## src/rtl/ou_pkg.sv

```systemverilog
// ou_pkg: shared state, glyph codes and helpers for the output-unit display sequencer
package ou_pkg;
  typedef enum logic [1:0] {IDLE, CONV, SHOW} state_t;
  typedef enum logic [2:0] {G_DIGIT, G_BLANK, G_MINUS, G_E, G_R} glyph_t;
  localparam int NUM_POS = 6;
  localparam logic [6:0] SEG_0 = 7'h40;
  localparam logic [6:0] SEG_1 = 7'h79;
  localparam logic [6:0] SEG_2 = 7'h24;
  localparam logic [6:0] SEG_3 = 7'h30;
  localparam logic [6:0] SEG_4 = 7'h19;
  localparam logic [6:0] SEG_5 = 7'h12;
  localparam logic [6:0] SEG_6 = 7'h02;
  localparam logic [6:0] SEG_7 = 7'h78;
  localparam logic [6:0] SEG_8 = 7'h00;
  localparam logic [6:0] SEG_9 = 7'h10;
  localparam logic [6:0] SEG_BLANK = 7'h7F;
  localparam logic [6:0] SEG_MINUS = 7'h3F;
  localparam logic [6:0] SEG_E = 7'h06;
  localparam logic [6:0] SEG_R = 7'h2F;
  function automatic logic [3:0] add3(input logic [3:0] d);
    return d >= 4'd5 ? d + 4'd3 : d;
  endfunction
endpackage

```

## src/rtl/seg7_decode.sv

```systemverilog
// seg7_decode: maps a BCD digit or a special glyph to active-low {g,f,e,d,c,b,a}
module seg7_decode
  import ou_pkg::*;
(
  input  logic [3:0] digit,
  input  glyph_t     sel,
  output logic [6:0] seg
);
  logic [6:0] dseg;
  // digit table, then glyph override
  always_comb begin
    case (digit)
      4'd0: dseg = SEG_0;
      4'd1: dseg = SEG_1;
      4'd2: dseg = SEG_2;
      4'd3: dseg = SEG_3;
      4'd4: dseg = SEG_4;
      4'd5: dseg = SEG_5;
      4'd6: dseg = SEG_6;
      4'd7: dseg = SEG_7;
      4'd8: dseg = SEG_8;
      4'd9: dseg = SEG_9;
      default: dseg = SEG_BLANK;
    endcase
    seg = sel == G_DIGIT ? dseg : sel == G_MINUS ? SEG_MINUS : sel == G_E ? SEG_E :
          sel == G_R ? SEG_R : SEG_BLANK;
  end
endmodule

```

## src/rtl/bcd_display_sequencer.sv

```systemverilog
// bcd_display_sequencer: double-dabble BCD conversion with a double-buffered 6-digit scan; option LEADING_ZERO_BLANK_EN
module bcd_display_sequencer
  import ou_pkg::*;
#(
  parameter int SCAN_DIV = 50000
) (
  input  logic        clk,
  input  logic        rst,
  input  logic        result_valid,
  input  logic [15:0] result,
  input  logic        result_neg,
  input  logic        result_err,
  output logic        ready,
  output logic        busy,
  output logic [5:0]  an,
  output logic [6:0]  seg
);
  localparam int CW = $clog2(SCAN_DIV);
  state_t state, state_n;
  logic [15:0] bin;
  logic [19:0] bcd, adj, bcd_step, buf_bcd, buf_bcd_n;
  logic [3:0] cnt, nib;
  logic neg_q, err_q, buf_neg, buf_err, buf_vld, buf_neg_n, buf_err_n, buf_vld_n;
  logic [CW-1:0] scnt;
  logic [2:0] idx, idx_n;
  logic take, done, tick, lz;
  glyph_t sel;
  logic [6:0] seg_n;
  assign take = result_valid && ready;
  assign done = state == CONV && cnt == 4'd15;
  assign tick = scnt == CW'(SCAN_DIV - 1);
  assign idx_n = tick ? (idx == 3'(NUM_POS - 1) ? 3'd0 : idx + 3'd1) : idx;
  // state register
  always_ff @(posedge clk or posedge rst)
    if (rst) state <= IDLE;
    else state <= state_n;
  // next state: capture starts a conversion, the 16th step ends it
  always_comb state_n = take ? CONV : done ? SHOW : state;
  // handshake outputs
  always_comb begin
    ready = state != CONV;
    busy = state == CONV;
  end
  // one double-dabble step: add 3 to large nibbles, then shift the combined register
  always_comb begin
    adj = '0;
    for (int i = 0; i < 5; i++) adj[4*i +: 4] = add3(bcd[4*i +: 4]);
    bcd_step = {adj[18:0], bin[15]};
  end
  // conversion datapath: load on capture, shift while converting
  always_ff @(posedge clk or posedge rst)
    if (rst) begin
      bin <= '0;
      bcd <= '0;
      cnt <= '0;
      neg_q <= 1'b0;
      err_q <= 1'b0;
    end else if (take) begin
      bin <= result;
      bcd <= '0;
      cnt <= '0;
      neg_q <= result_neg;
      err_q <= result_err;
    end else if (state == CONV) begin
      bin <= {bin[14:0], 1'b0};
      bcd <= bcd_step;
      cnt <= cnt + 4'd1;
    end
  // display buffer only changes when a conversion completes, so the old value stays up during CONV
  always_comb begin
    buf_bcd_n = done ? bcd_step : buf_bcd;
    buf_neg_n = done ? neg_q : buf_neg;
    buf_err_n = done ? err_q : buf_err;
    buf_vld_n = done | buf_vld;
  end
  // display buffer register
  always_ff @(posedge clk or posedge rst)
    if (rst) begin
      buf_bcd <= '0;
      buf_neg <= 1'b0;
      buf_err <= 1'b0;
      buf_vld <= 1'b0;
    end else begin
      buf_bcd <= buf_bcd_n;
      buf_neg <= buf_neg_n;
      buf_err <= buf_err_n;
      buf_vld <= buf_vld_n;
    end
`ifdef LEADING_ZERO_BLANK_EN
  assign lz = idx_n != 3'd0 && (buf_bcd_n >> {idx_n, 2'b00}) == 20'd0;
`else
  assign lz = 1'b0;
`endif
  // glyph selection for the position about to be driven, from the buffer as it will be
  always_comb begin
    nib = 4'(buf_bcd_n >> {idx_n, 2'b00});
    sel = !buf_vld_n ? G_BLANK :
          idx_n == 3'(NUM_POS - 1) ? (buf_neg_n && !buf_err_n ? G_MINUS : G_BLANK) :
          buf_err_n ? (idx_n == 3'd2 ? G_E : idx_n < 3'd2 ? G_R : G_BLANK) :
          lz ? G_BLANK : G_DIGIT;
  end
  seg7_decode u_dec (.digit(nib), .sel(sel), .seg(seg_n));
  // scan counter, index and registered an/seg so both change on the same edge
  always_ff @(posedge clk or posedge rst)
    if (rst) begin
      scnt <= '0;
      idx <= '0;
      an <= 6'h3F;
      seg <= SEG_BLANK;
    end else begin
      scnt <= tick ? '0 : scnt + CW'(1);
      idx <= idx_n;
      an <= ~(6'd1 << idx_n);
      seg <= seg_n;
    end
endmodule
```

## config.mk

```make
export PLATFORM = sky130hd
export DESIGN_NAME = bcd_display_sequencer
export DESIGN_NICKNAME = d
export VERILOG_FILES = /design/src/rtl/ou_pkg.sv /design/src/rtl/seg7_decode.sv /design/src/rtl/bcd_display_sequencer.sv
export SDC_FILE = /design/constraint.sdc
export NUM_CORES = 1
export LEC_CHECK = 0
export CAP_MARGIN = 20
export CORE_AREA = 2 2 97 99
export DETAILED_ROUTE_END_ITERATION = 8
export DIE_AREA = 0 0 99 101
export DONT_BUFFER_PORTS = 1
export HOLD_SLACK_MARGIN = 0.15
export MAX_ROUTING_LAYER = met4
export PLACE_DENSITY = 0.84
export SYNTH_ARGS = -nofsm -noshare
export SYNTH_HDL_FRONTEND = slang
export SYNTH_SLANG_ARGS = --single-unit
```

## constraint.sdc

```tcl
create_clock -name clk -period 8.8 [get_ports clk]
set_input_delay 1.76 -clock clk [delete_from_list [all_inputs] [get_ports clk]]
set_output_delay 1.76 -clock clk [all_outputs]
set_load 0.01 [all_outputs]
```

# After elaboration in Yosys (flattened, before gate mapping)
# Memories as Yosys holds them, arrays and structs flattened.
# Cells that the tools add are included.
[word_totals]
ff_bits = 99
mem_bits_ro = 112
inputBits = 21
out_inout_bits = 15
word_cells = 79
memories = 1
[op_classes]
addsub = 8
n_lt_le_gt_ge = 6
n_eq_ne = 10
shifts = 2
n_mux = 29
bitwise = 2
reduce_logical = 7
[mem_list]
columns = ["name", "depth", "width", "rd", "rd_clocked_by_memory_dff", "wr", "line", "text"]
rows = [
  ["(name not given)", 16, 7, 1, 0, 0, "seg7_decode.sv:12", "case (digit)"],
]
[ops]
columns = ["op", "n"]
rows = [
  ["2-to-1 mux 20 bit", 3],
  ["2-to-1 mux 16 bit", 3],
  ["2-to-1 mux 7 bit", 4],
  ["2-to-1 mux 3 bit", 8],
  ["2-to-1 mux 4 bit", 6],
  ["greater-or-equal comparator 4 x 3 -> 1 bit (second input constant)", 5],
  [">> shifter 20 x 5 -> 4 bit", 1],
  ["adder 16 x 1 -> 16 bit (second input constant)", 1],
  ["adder 4 x 2 -> 4 bit (second input constant)", 4],
  ["== test 16 bit (second input constant)", 1],
  ["== test 3 x 2 -> 1 bit (second input constant)", 3],
  ["== test 3 bit (second input constant)", 3],
  ["2-to-1 mux 2 bit", 3],
  ["NOT 6 bit", 1],
  ["<< shifter 1 x 3 -> 6 bit (first input constant)", 1],
  ["adder 4 x 1 -> 4 bit (second input constant)", 1],
  ["== test 4 bit (second input constant)", 1],
  ["nonzero test 2 bit", 2],
  ["adder 3 x 1 -> 3 bit (second input constant)", 1],
  ["adder 3 x 2 -> 3 bit (second input constant)", 1],
  ["logical AND 1 bit", 3],
  ["logical NOT 3 bit", 1],
  ["< comparator 3 x 2 -> 1 bit (second input constant)", 1],
  ["== test 2 x 1 -> 1 bit (second input constant)", 1],
  ["4 further kinds", 5],
]

# Longest topological paths before layout
# Gate-level depths: netlist (run 1).
[depth]
ltp_word = 14
mapped_depth = 15
depth_no_buf = 13

# By module
# A second synthesis (run 1) with hierarchy kept.
[unflattened]
cells_unflattened = 528
area_unflattened_um2 = 5242.5
[by_module_without_submodules]
columns = ["module", "n_inst", "cells_per_inst", "area_per_inst_um2", "seq_area_each_um2"]
rows = [
  ["bcd_display_sequencer", 1, 490, 4952.2, 2493.6],
  ["seg7_decode", 1, 38, 290.3, 0.0],
]

# Least setup slack after synthesis (run 1)
# OpenSTA, ideal clock, no wires.
[synth_path]
path_kind = "reg2reg"
from = "register cnt[0]"
to = "register seg[0]"
setup_ps = 82
arrival_time_ps = 2970
required_time_ps = 8718
slack_ps = 5748
stages_incl_launch_ff = 13
path_buffers = 2
synth_period_minus_slack_ps = 3052
path_cell_list = "dfrtp_1 -> ha_1 -> nand3b_1 -> or2_0 -> clkbuf_1 -> buf_2 -> o311ai_0 -> a211oi_1 -> a2111oi_2 -> inv_1 -> ha_1 -> and3_1 -> o31a_1"
[synth_between]
elab_chain_len = 12
elab_cells_between_ends = 20
cone_classes = "eq/ne: 3; shift: 1; mux: 10; bitwise: 1; reduce/logical: 4; memory: 1"
[synth_rtl]
columns = ["item", "line", "text"]
rows = [
  ["from (decl)", "bcd_display_sequencer.sv:22", "logic [3:0] cnt, nib;"],
  ["from (signal assigned)", "bcd_display_sequencer.sv:67", "cnt <= cnt + 4'd1;"],
  ["== test 4 bit (*)", "bcd_display_sequencer.sv:30", "assign done = state == CONV && cnt == 4'd15;"],
  ["logical AND 1 bit (*)", "bcd_display_sequencer.sv:30", ""],
  ["branches (longest 9 deep; another with memory (16 x 7 bit))", "n/a", ""],
  ["2-to-1 mux 7 bit (*)", "seg7_decode.sv:25", "seg = sel == G_DIGIT ? dseg : sel == G_MINUS ? SEG_MINUS : sel == G_E ? SEG_E :"],
  ["via seg_n[0]", "bcd_display_sequencer.sv:28", "logic [6:0] seg_n;"],
  ["to (signal assigned)", "bcd_display_sequencer.sv:114", "seg <= seg_n;"],
  ["to (decl)", "bcd_display_sequencer.sv:16", "output logic [6:0] seg"],
]
# Mark *: on every way through the listed nets, which the timed path passes.
# A chain may end at the register's enable or synchronous reset.

# Worst setup path in the final report (run 1)
# Same ends and word-level chain as after synthesis.

==> results of run 1 <==
[worst reg2reg max path: stages, from the launching register on]
cell and delay (ns):
dfrtp_1 0.41, ha_1 0.19, nand3b_1 0.29, or2_0 0.43, buf_6 0.21, o311ai_0 0.38, a211oi_1 0.15, a2111oi_2 0.60
inv_1 0.17, ha_1 0.22, and3_1 0.16, o31a_1 0.27
[synthesized netlist by cell type, types with 5 or more instances]
library cell and count:
ha_1 17, nor3b_1 6, nor2_1 25, xor2_1 8
mux2_2 9, nor2b_1 5, nor3_1 7, o21ai_0 61
a21oi_1 13, nand3b_1 7, nand2b_1 11, inv_1 25
o31ai_1 14, nand3_1 12, dfrtp_1 86, mux2i_1 26
nand2_1 60, clkbuf_1 19, dfstp_2 13, or3_1 7
a211oi_1 5, and3_1 7, xnor2_1 8
[power breakdown]
group	leakage, nW	switching [mW]	internal, mW
logic	1.08	0.421	0.271
registers	1.24	0.115	0.620
clock network	0.0938	0.168	0.109
[per-stage QoR]
stage | std cells | worst slack (ns) | util [%] | hold slack, ns | power, mW
final | 631 | 5.29 | 61.2 | 0.459 | 1.70
after global routing | 631 | 5.03 | 61.2 | 0.479 | 1.84
after CTS | 630 | 5.05 | 61.1 | 0.459 | 1.70
after detailed placement | 614 | 5.04 | 59.1 | 0.446 | 1.42
after global placement | 614 | 5.33 | 59.1 | 0.442 | 1.37
after floorplan | 525 | 4.47 | - | 0.425 | 1.25
[final cells by class]
class	instances	area, µm²
Clock inverter	6	55.1
Sequential cell	99	2490
Clock buffer	10	128
Inverter	28	109
Timing Repair Buffer	4	33.8
Fill cell	726	3480
Tap cell	111	139
Multi-Input combinational cell	373	2540
[state kept, by name, indices dropped and copies added, names as in the netlist]
register and flops:
neg_q 1, bcd 20, cnt 4, an 6, err_q 1, seg 7
buf_neg 1, idx 3, scnt 16, buf_err 1, state 2, bin 16
buf_vld 1, buf_bcd 20
[logic make-up (layout without fill, tap and decap cells)]
group / count (synthesis) / count (layout) / share of synthesized area (%)
xor+xnor: 17 / 17 / 3.20
simple gates: 174 / 174 / 18.1
buf+inv: 53 / 48 / 4.06
flops: 99 / 99 / 47.5
compound gates: 129 / 129 / 15.7
mux: 36 / 36 / 7.32
fa+ha+maj: 17 / 17 / 4.06
[layer usage]
layer | track usage (%) | routed length (µm)
met4 | 6.95 | 225
met3 | 5.20 | 445
met2 | 36.5 | 5260
met5 | - | 0
met1 | 30.9 | 4880
[final timing paths]
path                                    end  slack (ns)
worst min-delay path                scnt[0]        0.46
worst max register to register       seg[0]        5.29
max in group asynchronous       buf_bcd[17]        6.38
worst min register to register      scnt[0]        0.46
worst max-delay path                 seg[0]        5.29
min in group asynchronous           scnt[6]        1.23
==> flow_summary.yaml, run 1 <==
status:
  status: "finished, final reports clean"
hold_path:
  min_path_type: "flop to flop"
  min_from: "scnt[0]"
  hold_depth: 1
cts:
  cts_setup_buffers: 0
  cts_buffers: 9
  cts-root-buf: "clkbuf_8"
  ctsResizeCount: 0
  ctsHoldBuffers: 0
  cts_tree: "done"
  cts_buffer_depth: 2
  htreeDepth: 3
  clock-sinks: 99
  clock_latency_ns: 0.38
  cts.reportedPaths.clkPinSlew_ns: 0.10
grt:
  grt_max_degree: 73
  grt_pass1_wl_mm: 18.1
  grt_pass1_vias: 3754
  gr-usage-all-layers_pct: 23.4
  antenna_found_initial: 0
  grt_overflow: 0
timing:
  relSlewSlack_pct: 42.2
  clock.fmax_ghz: 0.285
  slew_viol_final: 0
  finClkSkew_ns: 0.0226
  post-route-period-util_pct: 39.8
  finalSetupViolCount: 0
  finalHoldViolCount: 0
  period_minus_slack_ns: 3.51
  rsz0062_at_grt: "false"
  tightest_slew_ns: 0.867
  tns_ns: 0
power:
  power.leakage_nw: 2.41
  ir_drop_mv: 0.240
  power_per_cell_area_mw_per_mm2: 310
critical_path:
  reg2reg_depth: 11
  cpPeakStageDelay_ns: 0.60
  path_class: "flop to flop"
  worst-path-max-fanout: 20
  required_ns: 9.11
  worstSetupStartpoint: "cnt[0]"
  r2r-start: "cnt[0]"
  cp.depth: 11
  slowest_stage: "a2111oi_2"
  crit_top_cell: "ha_1"
  crit_family: "compound AO/OA/AOI/OAI gates"
  worstPathArrival_ns: 3.81
  start_kind: "flop"
  endpoint_kind: "flop"
  path_buf_inv: 2
  crit_chain: "ha_1, nand3b_1, or2_0, buf_6, o311ai_0, a211oi_1, a2111oi_2, inv_1, ha_1, and3_1, o31a_1"
drt:
  first_pass_iters: 5
  via_per_inst: 6.17
  ant_nets: 0
  dr.first_iter.drc_count: 255
  wl_per_cell_um: 17.1
  num_vias: 3891
  totalWireLength_mm: 10.8
  drc_errors: 0
logic_synthesis:
  synth_seq_cells: 99
  synth.avg_cell_area_um2: 9.99
  synth_area_leader_cell: "dfrtp_1"
  async_reset_ff_share_pct: 100
  synth_edf_count: 0
  synthTopCellsByArea: "dfrtp_1, dfstp_2, o21ai_0"
  ys_warn_count: 0
  ys_seq_area_share_pct: 47.5
  ys.flop_type: "dfrtp_1"
  syn_inst: 525
  syn-num-nets: 563
  synth_cell_type_count: 66
  synth_area_mm2: 0.00525
  yosysTopAreaCellShare_pct: 41.0
cells_and_area:
  syn_to_final_growth_pct: 4.79
  final_cell_mix: "dfrtp_1, o21ai_0, nand2_1"
  final_layout_size_suffix_gt1_share_pct: 12.1
  final_common_cell: "dfrtp_1"
  fin_area_mm2: 0.00550
  fin_nets: 553
  num_antenna_cells: 0
die:
  io_pins: 36
  row_count: 35
  core_area_mm2: 0.00898
  die-area_mm2: 0.0100
  die_x_um: 99
  start_util_pct: 58.4
  die_y_um: 101
run:
  drv_cap: 0
placement:
  gp_congestion: 0.898
  io_buffers: 0
  placed_area_mm2: 0.00530
  dp_hpwl_mm: 7.61
No activity file was read; power rests on OpenSTA's default activity.
==> inputs of run 2 (changes only) <==
Clock period 8.8 ns to 3.4 ns, I/O delays scaled along.
==> run 2 against run 1 <==
Wire length grew 2.6%; die area is the same; first-iteration DRC count grew 9.8%; sequential share of layout area shrank 0.74 points; clock power grew to 2.7 times the previous value; worst hold slack lost 0.058 ns; register-to-register slack lost 5.0 ns.
==> flow_summary.yaml, run 2 (synthesized netlist as in run 1, its figures left out) <==
timing:
  finalHoldViolCount: 0
  period_minus_slack_ns: 3.14
  rsz0062_at_grt: "false"
  clock.fmax_ghz: 0.319
  finalSetupViolCount: 0
  tns_ns: 0
  tightest_slew_ns: 0.736
  finClkSkew_ns: 0.00604
  slew_viol_final: 0
  post-route-period-util_pct: 92.2
  fin_ws_ns: 0.264
  relSlewSlack_pct: 50.9
critical_path:
  start_kind: "flop"
  worst-path-max-fanout: 11
  worstPathArrival_ns: 3.42
  required_ns: 3.69
  path_class: "flop to flop"
  endpoint_kind: "flop"
  reg2reg_depth: 9
  rr_endpoint: "seg[5]"
  worstSetupStartpoint: "scnt[11]"
  r2r-start: "scnt[11]"
  r2r_setup_slack_ns: 0.26
cts:
  cts-root-buf: "clkbuf_8"
  cts_buffers: 9
  htreeDepth: 3
  clock_latency_ns: 0.37
  cts.reportedPaths.clkPinSlew_ns: 0.10
  cts_setup_buffers: 0
  cts_buffer_depth: 2
  clock-sinks: 99
  cts_tree: "done"
power:
  p_comb_share_pct: 41.4
  swShare_pct: 41.0
  p_int_mw: 2.65
  ir_drop_mv: 0.480
  p_seq_share_pct: 42.1
  power.leakage_nw: 2.46
  power_per_cell_area_mw_per_mm2: 803
  p_clk_share_pct: 16.5
  power.switching_mw: 1.84
die:
  die_x_um: 99
  io_pins: 36
  die_y_um: 101
  start_util_pct: 58.4
  core_area_mm2: 0.00898
  row_count: 35
  die-area_mm2: 0.0100
grt:
  antenna_found_initial: 0
  grt_pass1_vias: 3972
  gr-usage-all-layers_pct: 24.1
  grt_pass1_wl_mm: 18.8
  grt_max_degree: 90
  grt_overflow: 0
placement:
  io_buffers: 0
  dp_hpwl_mm: 7.86
  pre_cts_slack_ns: 0.206
  gp_congestion: 0.873
cells_and_area:
  num_antenna_cells: 0
  final_common_cell: "dfrtp_1"
  fin_nets: 561
  final_layout_size_suffix_gt1_share_pct: 13.6
  final_cell_mix: "dfrtp_1, o21ai_0, nand2_1"
  largestRegisters: "bcd (20), buf_bcd (20)"
  syn_to_final_growth_pct: 6.54
drt:
  drc_errors: 0
  dr.first_iter.drc_count: 280
  first_pass_iters: 5
  totalWireLength_mm: 11.1
  ant_nets: 0
  num_vias: 3991
  wl_per_cell_um: 17.4
  via_per_inst: 6.25
run:
  drv_cap: 0
hold_path:
  min_from: "result_valid"
  hold_depth: 1
  min_to: "bcd[9]"
  min_path_type: "input pin to flop"
status:
  status: "finished, final reports clean"
run 2: power by group through the flow:
stage / Combinational (mW) / Clock [mW] / Sequential, mW
after floorplan: 1.41 / 0 / 1.82
after global placement: 1.72 / 0 / 1.88
after detailed placement: 1.82 / 0 / 1.91
after CTS: 1.83 / 0.744 / 1.89
after global routing: 2.09 / 0.792 / 1.94
final: 1.86 / 0.740 / 1.89
run 2: metrics by stage:
stage	power, mW	utilization [%]	area, µm²	hold WS (ns)	instances
after floorplan	3.22	-	5250	0.425	525
after global placement	3.60	59.7	5360	0.435	621
after detailed placement	3.73	59.7	5360	0.445	621
final	4.49	62.2	5590	0.401	639
after CTS	4.47	61.7	5540	0.388	637
after global routing	4.82	62.2	5590	0.385	639
run 2: area by class of cell:
type                    count  area (µm²)
clock inverters             5        36.3
clock buffers              11         151
repair buffers             12         113
multi-input cells         373        2550
well taps                 111         139
inverters                  28         109
fillers                   729        3390
flip-flops and latches     99        2490
run 2: worst max-delay path by stage:
stage | end | cells past startpoint
2_1_floorplan | bcd[0] | 1
3_3_place_gp | seg[5] | 9
3_5_place_dp | seg[5] | 9
4_1_cts | seg[5] | 9
5_1_grt | seg[5] | 9
6_report | seg[5] | 9
run 2: repair_timing:
| action | CTS | global route |
|---|---|---|
| resized for setup | 0 | 2 |
| setup endpoints to repair | 0 | 3 |
| hold buffers | 0 | 1 |
| hold endpoints to repair | 0 | 18 |
run 2: metal layers:
layer  part of all wire, %  GRT usage (%)  vias up
li1                      -              -     1863
met1                    45           30.9     1972
met2                    48           37.4      120
met3                   4.2           4.16       36
met4                   3.3           11.4        0
met5                     0              -        -
run 2: worst max-delay path, stage by stage, from the launching register on:
cell and delay, ns:
dfrtp_1 0.46, nor4b_4 0.42, and4_4 0.41, xnor2_4 0.17, clkinv_2 0.20, a2111oi_1 0.44
a2111oi_2 0.14, ha_1 0.23, or3_1 0.36, a31oi_1 0.20
